[src/rtl/shift_pkg.sv]
// shift_pkg: operation and FSM state encodings for the universal shift register
package shift_pkg;
  typedef enum logic [2:0] {
    M_HOLD = 3'd0,
    M_LOAD = 3'd1,
    M_SHL  = 3'd2,
    M_SHR  = 3'd3,
    M_ROL  = 3'd4,
    M_ROR  = 3'd5,
    M_ASR  = 3'd6,
    M_RSVD = 3'd7
  } mode_t;
  typedef enum logic {
    IDLE  = 1'b0,
    BURST = 1'b1
  } state_t;
endpackage

[src/rtl/shift_step.sv]
// shift_step: next register value for one operation, shared by single-step and burst paths
module shift_step
  import shift_pkg::*;
#(
  parameter int WIDTH = 8
) (
  input  mode_t            mode,
  input  logic [WIDTH-1:0] q,
  input  logic [WIDTH-1:0] d,
  input  logic             si_l,
  input  logic             si_r,
  output logic [WIDTH-1:0] q_next
);
  always_comb begin
    case (mode)
      M_LOAD:  q_next = d;
      M_SHL:   q_next = {q[WIDTH-2:0], si_l};
      M_SHR:   q_next = {si_r, q[WIDTH-1:1]};
      M_ROL:   q_next = {q[WIDTH-2:0], q[WIDTH-1]};
      M_ROR:   q_next = {q[0], q[WIDTH-1:1]};
      M_ASR:   q_next = {q[WIDTH-1], q[WIDTH-1:1]};
      default: q_next = q;
    endcase
  end
endmodule

[src/rtl/univ_shift_reg.sv]
// univ_shift_reg: universal shift register with single-step ops and counted burst mode
module univ_shift_reg
  import shift_pkg::*;
#(
  parameter int WIDTH = 8,
  parameter int CNT_W = $clog2(WIDTH*2+1)
) (
  input  logic             clk,
  input  logic             rst_n,
  input  logic [2:0]       mode,
  input  logic [WIDTH-1:0] d,
  input  logic             si_l,
  input  logic             si_r,
  input  logic             en,
  input  logic             start,
  input  logic [CNT_W-1:0] count,
  output logic [WIDTH-1:0] q,
  output logic             so_l,
  output logic             so_r,
  output logic             busy,
  output logic             done
);
  state_t           state, state_n;
  mode_t            lmode, lmode_n, mode_in, step_mode;
  logic [CNT_W-1:0] rem, rem_n;
  logic [WIDTH-1:0] q_n, step_q;
  logic             done_n, is_shift;
  assign mode_in   = mode_t'(mode);
  assign is_shift  = mode_in inside {M_SHL, M_SHR, M_ROL, M_ROR, M_ASR};
  assign step_mode = (state == BURST) ? lmode : mode_in;
  assign so_l      = q[WIDTH-1];
  assign so_r      = q[0];
  shift_step #(.WIDTH(WIDTH)) u_step (
    .mode  (step_mode),
    .q     (q),
    .d     (d),
    .si_l  (si_l),
    .si_r  (si_r),
    .q_next(step_q)
  );
  always_comb begin
    state_n = state;
    lmode_n = lmode;
    rem_n   = rem;
    q_n     = q;
    done_n  = 1'b0;
    if (state == BURST) begin
      q_n     = step_q;
      rem_n   = rem - CNT_W'(1);
      state_n = (rem == CNT_W'(1)) ? IDLE : BURST;
      done_n  = (rem == CNT_W'(1));
    end else if (start && is_shift) begin
      done_n = (count <= CNT_W'(1));
      if (count != '0) begin
        q_n     = step_q;
        lmode_n = mode_in;
        rem_n   = count - CNT_W'(1);
        state_n = (count == CNT_W'(1)) ? IDLE : BURST;
      end
    end else if (start || en) begin
      q_n = step_q;
    end
  end
  always_ff @(posedge clk or negedge rst_n) begin
    if (!rst_n) begin
      state <= IDLE;
      lmode <= M_HOLD;
      rem   <= '0;
      q     <= '0;
      busy  <= 1'b0;
      done  <= 1'b0;
    end else begin
      state <= state_n;
      lmode <= lmode_n;
      rem   <= rem_n;
      q     <= q_n;
      busy  <= (state_n == BURST);
      done  <= done_n;
    end
  end
endmodule

[config.mk]
export PLATFORM = sky130hd
export DESIGN_NAME = univ_shift_reg
export DESIGN_NICKNAME = d
export VERILOG_FILES = /design/src/rtl/shift_pkg.sv /design/src/rtl/shift_step.sv /design/src/rtl/univ_shift_reg.sv
export SDC_FILE = /design/constraint.sdc
export NUM_CORES = 1
export LEC_CHECK = 0
export ABC_CLOCK_PERIOD_IN_PS = 3400
export BUFFER_PORTS_ARGS = -buffer_cell sky130_fd_sc_hd__buf_4
export CORE_ASPECT_RATIO = 1.4
export CORE_MARGIN = 3
export CORE_UTILIZATION = 56
export DETAILED_ROUTE_END_ITERATION = 16
export PLACE_DENSITY = 0.84
export SETUP_SLACK_MARGIN = 0.05
export SYNTH_ARGS = -nofsm -noshare
export SYNTH_HDL_FRONTEND = slang
export SYNTH_SLANG_ARGS = --single-unit
export TNS_END_PERCENT = 50
[constraint.sdc]
create_clock -name clk -period 3.4 [get_ports clk]
set_clock_uncertainty 0.1 [all_clocks]
set_input_delay 1.02 -clock clk [delete_from_list [all_inputs] [get_ports clk]]
set_output_delay 1.02 -clock clk [all_outputs]
set_load 0.01 [all_outputs]
Word level (Yosys, flattened, before mapping)
Index checks and enable logic that the tools add are counted.

word-level totals
  flip-flop bits (word level) = 18
  latch bits = 0
  RAM bits = 0
  ROM bits = 0
  input bits = 22
  output and inout port bits = 12
  word-level logic and storage cells = 49
  memories = 0

operators by class
  add/subtract/negate cells = 2
  multiply operators = 0
  divide/modulo/power cells = 0
  order comparisons = 1
  eq/ne operators = 14
  shift-type cells = 0
  muxes and demuxes = 16
  bitwise operators = 1
  reduce and logical (&&, ||, !) cells = 10

operator list
  cell                                                             count
  one-hot mux 8 bit (6 select lines)                               1
  2-to-1 mux 8 bit                                                 4
  == test 3 bit (second input constant)                            6
  2-to-1 mux 5 bit                                                 3
  == test 3 x 2 -> 1 bit (second input constant)                   4
  == test 5 x 1 -> 1 bit (second input constant)                   2
  nonzero test 5 bit                                               2
  subtractor 5 x 1 -> 5 bit (second input constant)                2
  2-to-1 mux 1 bit                                                 7
  less-or-equal comparator 5 x 1 -> 1 bit (second input constant)  1
  AND reduction 2 bit                                              2
  nonzero test 2 bit                                               2
  == test 3 x 1 -> 1 bit (second input constant)                   1
  2-to-1 mux 3 bit                                                 1
  != test 3 x 2 -> 1 bit (second input constant)                   1
  AND reduction 3 bit                                              1
  nonzero test 3 bit                                               1
  logical AND 1 bit                                                1
  logical OR 1 bit                                                 1
  NOT 1 bit                                                        1

Depth between registers and ports, before layout
Gate-level depths: netlist (run 1).

  depth in word-level cells = 6
  mapped depth = 7
  mapped depth without buffers = 7

Hierarchy
A second synthesis (run 1) with hierarchy kept.

unflattened totals
  cell total of the unflattened synthesis = 138
  area total of the unflattened synthesis = 1491.4 um^2

by module, submodules not included
  module          times used  cells each  area each (um^2)  sequential area each (um^2)
  univ_shift_reg  1           90          1087.3            450.4
  shift_step      1           48          404.1             0.0

Worst setup path after synthesis (run 1)
No wires, ideal clock.

  path type = input-to-reg
  start = input count[1]
  end = register q[0]
  setup time = 0.147 ns
  arrival time = 2.254 ns
  required time = 3.153 ns
  setup slack = 0.899 ns
  stages on the path = 7
  path buffers = 0
  cell sequence = inv_1 > ha_1 > nor4b_4 > nor4b_1 > nor3_4 > nor2_1 > a31oi_1

between the ends
  longest elaborated chain between the ends = 3

RTL lines
  element                                  RTL line              text
  from (decl)                              univ_shift_reg.sv:16  input logic [CNT_W-1:0] count,
  nonzero test 5 bit                       univ_shift_reg.sv:54  if (count != '0) begin
  != test 3 x 2 -> 1 bit (no source line)  --
  AND reduction 2 bit (no source line)     --
  to (signal assigned)                     univ_shift_reg.sv:76  q <= q_n;
  to (decl)                                univ_shift_reg.sv:17  output logic [WIDTH-1:0] q,

No other way between the ends.
A chain may end at the register's enable or synchronous reset.

Worst setup path in the final report (run 1)
  start = register state
  end = register q[3]

between the ends
  longest elaborated chain between the ends = 6
  elaborated cells on any way between the ends = 15
  classes of those cells = eq/ne (7); mux (6); reduce/logical (2)

RTL lines
  element                                      RTL line                                    text
  from (decl)                                  univ_shift_reg.sv:23                        state_t state, state_n;
  from (signal assigned)                       univ_shift_reg.sv:73                        state <= state_n;
  2-to-1 mux 3 bit                             univ_shift_reg.sv:30                        assign step_mode = (state == BURST) ? lmode : mode_in;
  == test 3 bit, or another cell as far along  shift_step.sv:15                            case (mode)
  one-hot mux 8 bit (6 select lines)           shift_step.sv:15
  2-to-1 mux 8 bit (on tied branches)          univ_shift_reg.sv:60, univ_shift_reg.sv:54
  2-to-1 mux 8 bit                             univ_shift_reg.sv:52                        end else if (start && is_shift) begin
  2-to-1 mux 8 bit                             univ_shift_reg.sv:47                        if (state == BURST) begin

Several ways; a longest one is shown, not always the timed one. The select of a mux whose other input is x is not followed.

==> results of run 1 <==
-- through the flow --
step | hold slack [ps] | util | instances | area [sq um]
2_1_floorplan | 380 | - | 139 | 1320
3_3_place_gp | 394 | 0.706 | 189 | 1560
3_5_place_dp | 396 | 0.706 | 189 | 1560
4_1_cts | 419 | 0.716 | 192 | 1580
5_1_grt | 428 | 0.716 | 192 | 1580
6_report | 416 | 0.716 | 192 | 1580
-- cell usage in the layout, fill, tap and decap left out, drive strengths merged, types with 4 or more instances in the layout --
cell type	n
inv	12
mux2i	12
buf	35
o211ai	7
dfrtp	18
o221ai	6
xnor2	4
nand2	16
o21ai	12
nor2	7
nor3	7
ha	5
-- how the worst min path moves through the flow --
stage	slack (ps)	end	depth (start not counted)	from
final	420	lmode[1]	1	lmode[1]
after global routing	430	lmode[1]	1	lmode[1]
after CTS	420	lmode[1]	1	lmode[1]
after detailed placement	400	lmode[1]	1	lmode[1]
after global placement	390	lmode[1]	1	lmode[1]
after floorplan	380	lmode[1]	1	lmode[1]
-- state kept, by name (all words and copies together) (netlist names) --
signal and flops:
done 1, lmode 3, q 8, rem 5, state 1
-- power groups by stage --
| stage | registers (mW) | clock network, mW | logic, mW |
|---|---|---|---|
| 2_1_floorplan | 0.443 | 0 | 0.814 |
| 3_3_place_gp | 0.461 | 0 | 1.01 |
| 3_5_place_dp | 0.472 | 0 | 1.04 |
| 4_1_cts | 0.467 | 0.111 | 1.05 |
| 5_1_grt | 0.492 | 0.120 | 1.16 |
| 6_report | 0.467 | 0.111 | 1.04 |
-- critical path, stage by stage (launching register included) --
cell     delay [ps]
dfrtp_1         760
mux2i_4         640
nor3_2          160
nor3_4          480
mux2i_1         250
-- per-layer routing --
metal / wire length (microns) / global-route usage
met2: 1660 / 0.420
met4: 47 / 0.0727
met3: 112 / 0.0371
met5: 0 / 0
met1: 1140 / 0.239
-- cell type report --
type | instances | area share
inverter | 12 | 0.0285
sequential | 18 | 0.285
timing repair buffer | 35 | 0.167
multi-input combinational | 102 | 0.488
clock buffer | 3 | 0.0143
tap | 22 | 0.0174
-- cells by family after synthesis --
group | share of synthesized area
compound gates | 0.188
xor+xnor | 0.0465
fa+ha+maj | 0.0474
buf+inv | 0.0749
flops | 0.342
mux | 0.126
simple gates | 0.176
==> impl_metrics.csv, run 1 <==
group,metric,value,unit
placement,dpl_worst_slack,610,ps
setup_path,r2r_end,"q[3]",
floorplanning,floorplan.io_pins,34,
cts,cts_buffers,3,
setup_path,reg2reg_slack,920,ps
synthesis,synthTopCellsByArea,"dfrtp_1, mux2i_1, ha_1, o21ai_0, nand2_1",
synthesis,synthesis.nets,166,
placement,gp_congestion,0.754,
cells_and_area,multiInputGateArea,769,sq um
setup_path,reg2reg_depth,4,
timing,maxSlewViolCount,0,
pwr,p_int,0.880,mW
floorplanning,die_w,47.0,microns
cells_and_area,drive_gt1_frac,0.282,
timing,period_share,0.730,
cts,clk_latency,300,ps
timing,tns,0,ps
setup_path,cp-endpoint,"q[3]",
route,routedWlPerCell,15.4,microns
route,wl,2960,microns
timing,finalHoldViolCount,0,
timing,timing.fmax,0.403,GHz
cts,clk_pin_slew,100,ps
cts,cts_setup_buffers,0,
synthesis,ys_top_cells_by_count,"dfrtp_1, nand2_1, inv_1, o21ai_0, mux2i_1",
floorplanning,fp-row-count,20,
route,firstDrtPassIters,4,
grt,grt_pass1_vias,1123,
cells_and_area,nFillCells,176,
hold_path,hp-class,"reg2reg",
timing,finalSetupViolCount,0,
floorplanning,start_util,0.599,
synthesis,yosysTopAreaCell,"dfrtp_1",
setup_path,endpoint_kind,"flop",
setup_path,cp_max_fo,19,
setup_path,worstSetupStartpointType,"flop",
grt,overflow,0,
pwr,p_clk_frac,0.068,
cells_and_area,num_antenna_cells,0,
floorplanning,core-area,0.00220,sq mm
cts,hold_buffers,0,
synthesis,ys_types,38,
grt,grt_max_degree,20,
setup_path,critPathArrivalTime,2610,ps
synthesis,async_flop_share,1.00,
pwr,power,1.62,mW
grt,track_usage,0.226,
synthesis,syn_inst,139,
grt,grt_pass1_wl,4920,microns
placement,port_buffers,33,
pwr,pwr-share-seq,0.288,
cts,ctsResizeCount,0,
route,vias,1151,
synthesis,synth-edff-count,0,
setup_path,critPathLaunch,"state",
pwr,p_sw_frac,0.458,
setup_path,worst-setup-path-type,"reg2reg",
synthesis,ys_seq_area_frac,0.342,
pwr,p_per_area,1030,mW/mm^2
cells_and_area,seqCellArea,450,sq um
route,ant_nets,0,
pwr,peakVddDrop,0.817,mV
cts,clock_path_buffers,2,
setup_path,required,3530,ps
cts,cts.htree.levels,1,
floorplanning,dieHeight,63.4,microns
cts,clock-sinks,18,
route,drtIter0Drc,26,
timing,worst_pin_slew,637,ps
cts,tritoncts,"built",
synthesis,synth.most_common_cell,"dfrtp_1",
synthesis,ys_warn_count,0,
synthesis,synth_area,0.00132,sq mm
floorplanning,fp.dieArea,0.00298,sq mm
timing,min_period,2480,ps
pwr,p_switching,0.742,mW
outcome,run_status,"finished, final reports clean",
cts,cts_root_buf,"clkbuf_4",
pwr,combPwrFrac,0.644,
timing,setup_ws,919,ps
synthesis,synth_ff_type,"dfrtp_1",
setup_path,reg2reg_from,"state",
route,viasPerCell,5.99,
grt,antenna_found_initial,0,
placement,post-dp-hpwl,2290,microns
timing,rsz0062_at_grt,"no",
route,drc,0,
timing,slew_headroom,0.569,
pwr,leakage,0.764,nW
run,drv_cap,0,
cells_and_area,area_delta_synth_final,19.6,%
synthesis,ys_ff_latch,18,
synthesis,postSynthAreaPerCell,9.49,sq um
synthesis,netlist.area_leader.share,0.342,
cells_and_area,num-nets-final,199,
Power figures use the tool's default switching activity.
==> inputs of run 2 (changes only) <==
ABC_CLOCK_PERIOD_IN_PS = 2600   (was 3400)
CORE_UTILIZATION = 52   (was 56)
PLACE_DENSITY = 0.79   (was 0.84)
clock period = 2.6 ns   (was 3.4 ns; I/O delays follow)
==> impl_metrics.csv, run 2 (synthesized netlist as in run 1, its figures left out) <==
group,metric,value,unit
outcome,run_status,"finished, final reports clean",
timing,period_share,0.817,
cells_and_area,num-nets-final,203,
route,viasPerCell,5.53,
cts,cts_buffers,3,
run,drv_cap,0,
cts,clk_latency,290,ps
cells_and_area,area_delta_synth_final,23.1,%
grt,grt_pass1_vias,1133,
cts,hold_buffers,0,
route,drtIter0Drc,10,
placement,gp_congestion,0.783,
timing,rsz0062_at_grt,"no",
pwr,p_per_area,1320,mW/mm^2
setup_path,endpoint_kind,"flop",
timing,timing.fmax,0.471,GHz
timing,slew_headroom,0.587,
cells_and_area,final_common_cell,"buf_4",
cells_and_area,largest_register_ffs,8,
setup_path,cp_max_fo,8,
cells_and_area,design_area,0.00162,sq mm
route,drc,0,
grt,antenna_found_initial,0,
pwr,peakVddDrop,0.740,mV
setup_path,worst-setup-path-type,"reg2reg",
grt,grt_pass1_wl,4710,microns
cts,tritoncts,"built",
cts,clock_path_buffers,2,
pwr,leakage,0.784,nW
route,firstDrtPassIters,4,
timing,tns,0,ps
cells_and_area,num_antenna_cells,0,
floorplanning,die_w,48.6,microns
timing,maxSlewViolCount,0,
cts,clock-sinks,18,
grt,grt_max_degree,20,
setup_path,worstSetupStartpointType,"flop",
cells_and_area,largestRegisters,"q: 8 flops, rem: 5 flops, lmode: 3 flops",
placement,port_buffers,33,
cells_and_area,drive_gt1_frac,0.299,
floorplanning,dieHeight,65.6,microns
cts,cts.htree.levels,1,
cts,cts_root_buf,"clkbuf_4",
cts,cts_setup_buffers,0,
setup_path,critPathArrivalTime,2240,ps
route,vias,1150,
floorplanning,start_util,0.546,
grt,overflow,0,
route,wl,2740,microns
timing,worst_pin_slew,602,ps
timing,finalSetupViolCount,0,
hold_path,hp-class,"in2async",
floorplanning,floorplan.io_pins,34,
grt,track_usage,0.184,
cells_and_area,largest_register,"q",
timing,min_period,2130,ps
cts,clk_pin_slew,100,ps
floorplanning,fp.dieArea,0.00318,sq mm
floorplanning,fp-row-count,21,
placement,dpl_cell_area,0.00160,sq mm
route,routedWlPerCell,13.2,microns
route,ant_nets,0,
setup_path,required,2710,ps
cells_and_area,nFillCells,211,
floorplanning,core-area,0.00242,sq mm
timing,finalHoldViolCount,0,
placement,post-dp-hpwl,2220,microns
cells_and_area,layout_common_cells,"buf_4, dfrtp_1, nand2_1, inv_1, o21ai_0",
cts,ctsResizeCount,0,
## run 2: cell types whose count changed in the layout (fill, tap and decap cells not counted)
cell   change
buf_4      +4
## run 2: final cells by class
class	instances	area (sq um)	share of cell area
Clock buffer	3	22.5	0.0139
Inverter	12	45.0	0.0278
Multi-Input combinational cell	102	769	0.474
Sequential cell	18	450	0.278
Tap cell	34	42.5	0.0262
Timing Repair Buffer	39	293	0.180
## run 2: final timing paths
kind | slack, ps | depth (start not counted) | to | startpoint
setup / recovery | 470 | 4 | q[2] | state
hold / removal | 240 | 1 | done | rst_n
hold reg to reg | 420 | 1 | lmode[2] | lmode[2]
max in group asynchronous | 1970 | 1 | rem[0] | rst_n
min in group clk | 420 | 1 | lmode[2] | lmode[2]
setup reg to reg | 470 | 4 | q[2] | state
## run 2: critical path, cell delays in order, from the launching register on
cell and delay (ps):
dfrtp_1 510, mux2i_1 580, nor3_2 150, nor3_4 460, mux2i_1 240
## run 2: per-stage QoR
stage / setup slack (ps) / power (mW) / instances / util / hold WS (ps)
final: 475 / 2.13 / 208 / 0.671 / 238
after global routing: 282 / 2.35 / 208 / 0.671 / 236
after CTS: 441 / 2.16 / 208 / 0.671 / 238
after detailed placement: 177 / 2.02 / 205 / 0.662 / 400
after global placement: 235 / 1.97 / 205 / 0.662 / 394
after floorplan: 339 / 1.64 / 139 / - / 380
## run 2: report_power, final
group          internal (mW)  leakage [nW]  total, mW  switching, mW
Sequential             0.436         0.210      0.578          0.141
Clock                 0.0539        0.0138      0.135         0.0813
Combinational          0.698         0.560       1.42          0.724
Total                   1.19         0.784       2.13          0.946
## run 2: routing by layer
layer | GRT usage | wire, microns | up-vias
li1 | - | - | 568
met1 | 0.199 | 1100 | 549
met2 | 0.366 | 1480 | 27
met3 | 0.0272 | 100 | 6
met4 | 0.0569 | 51 | 0
met5 | 0 | 0 | -
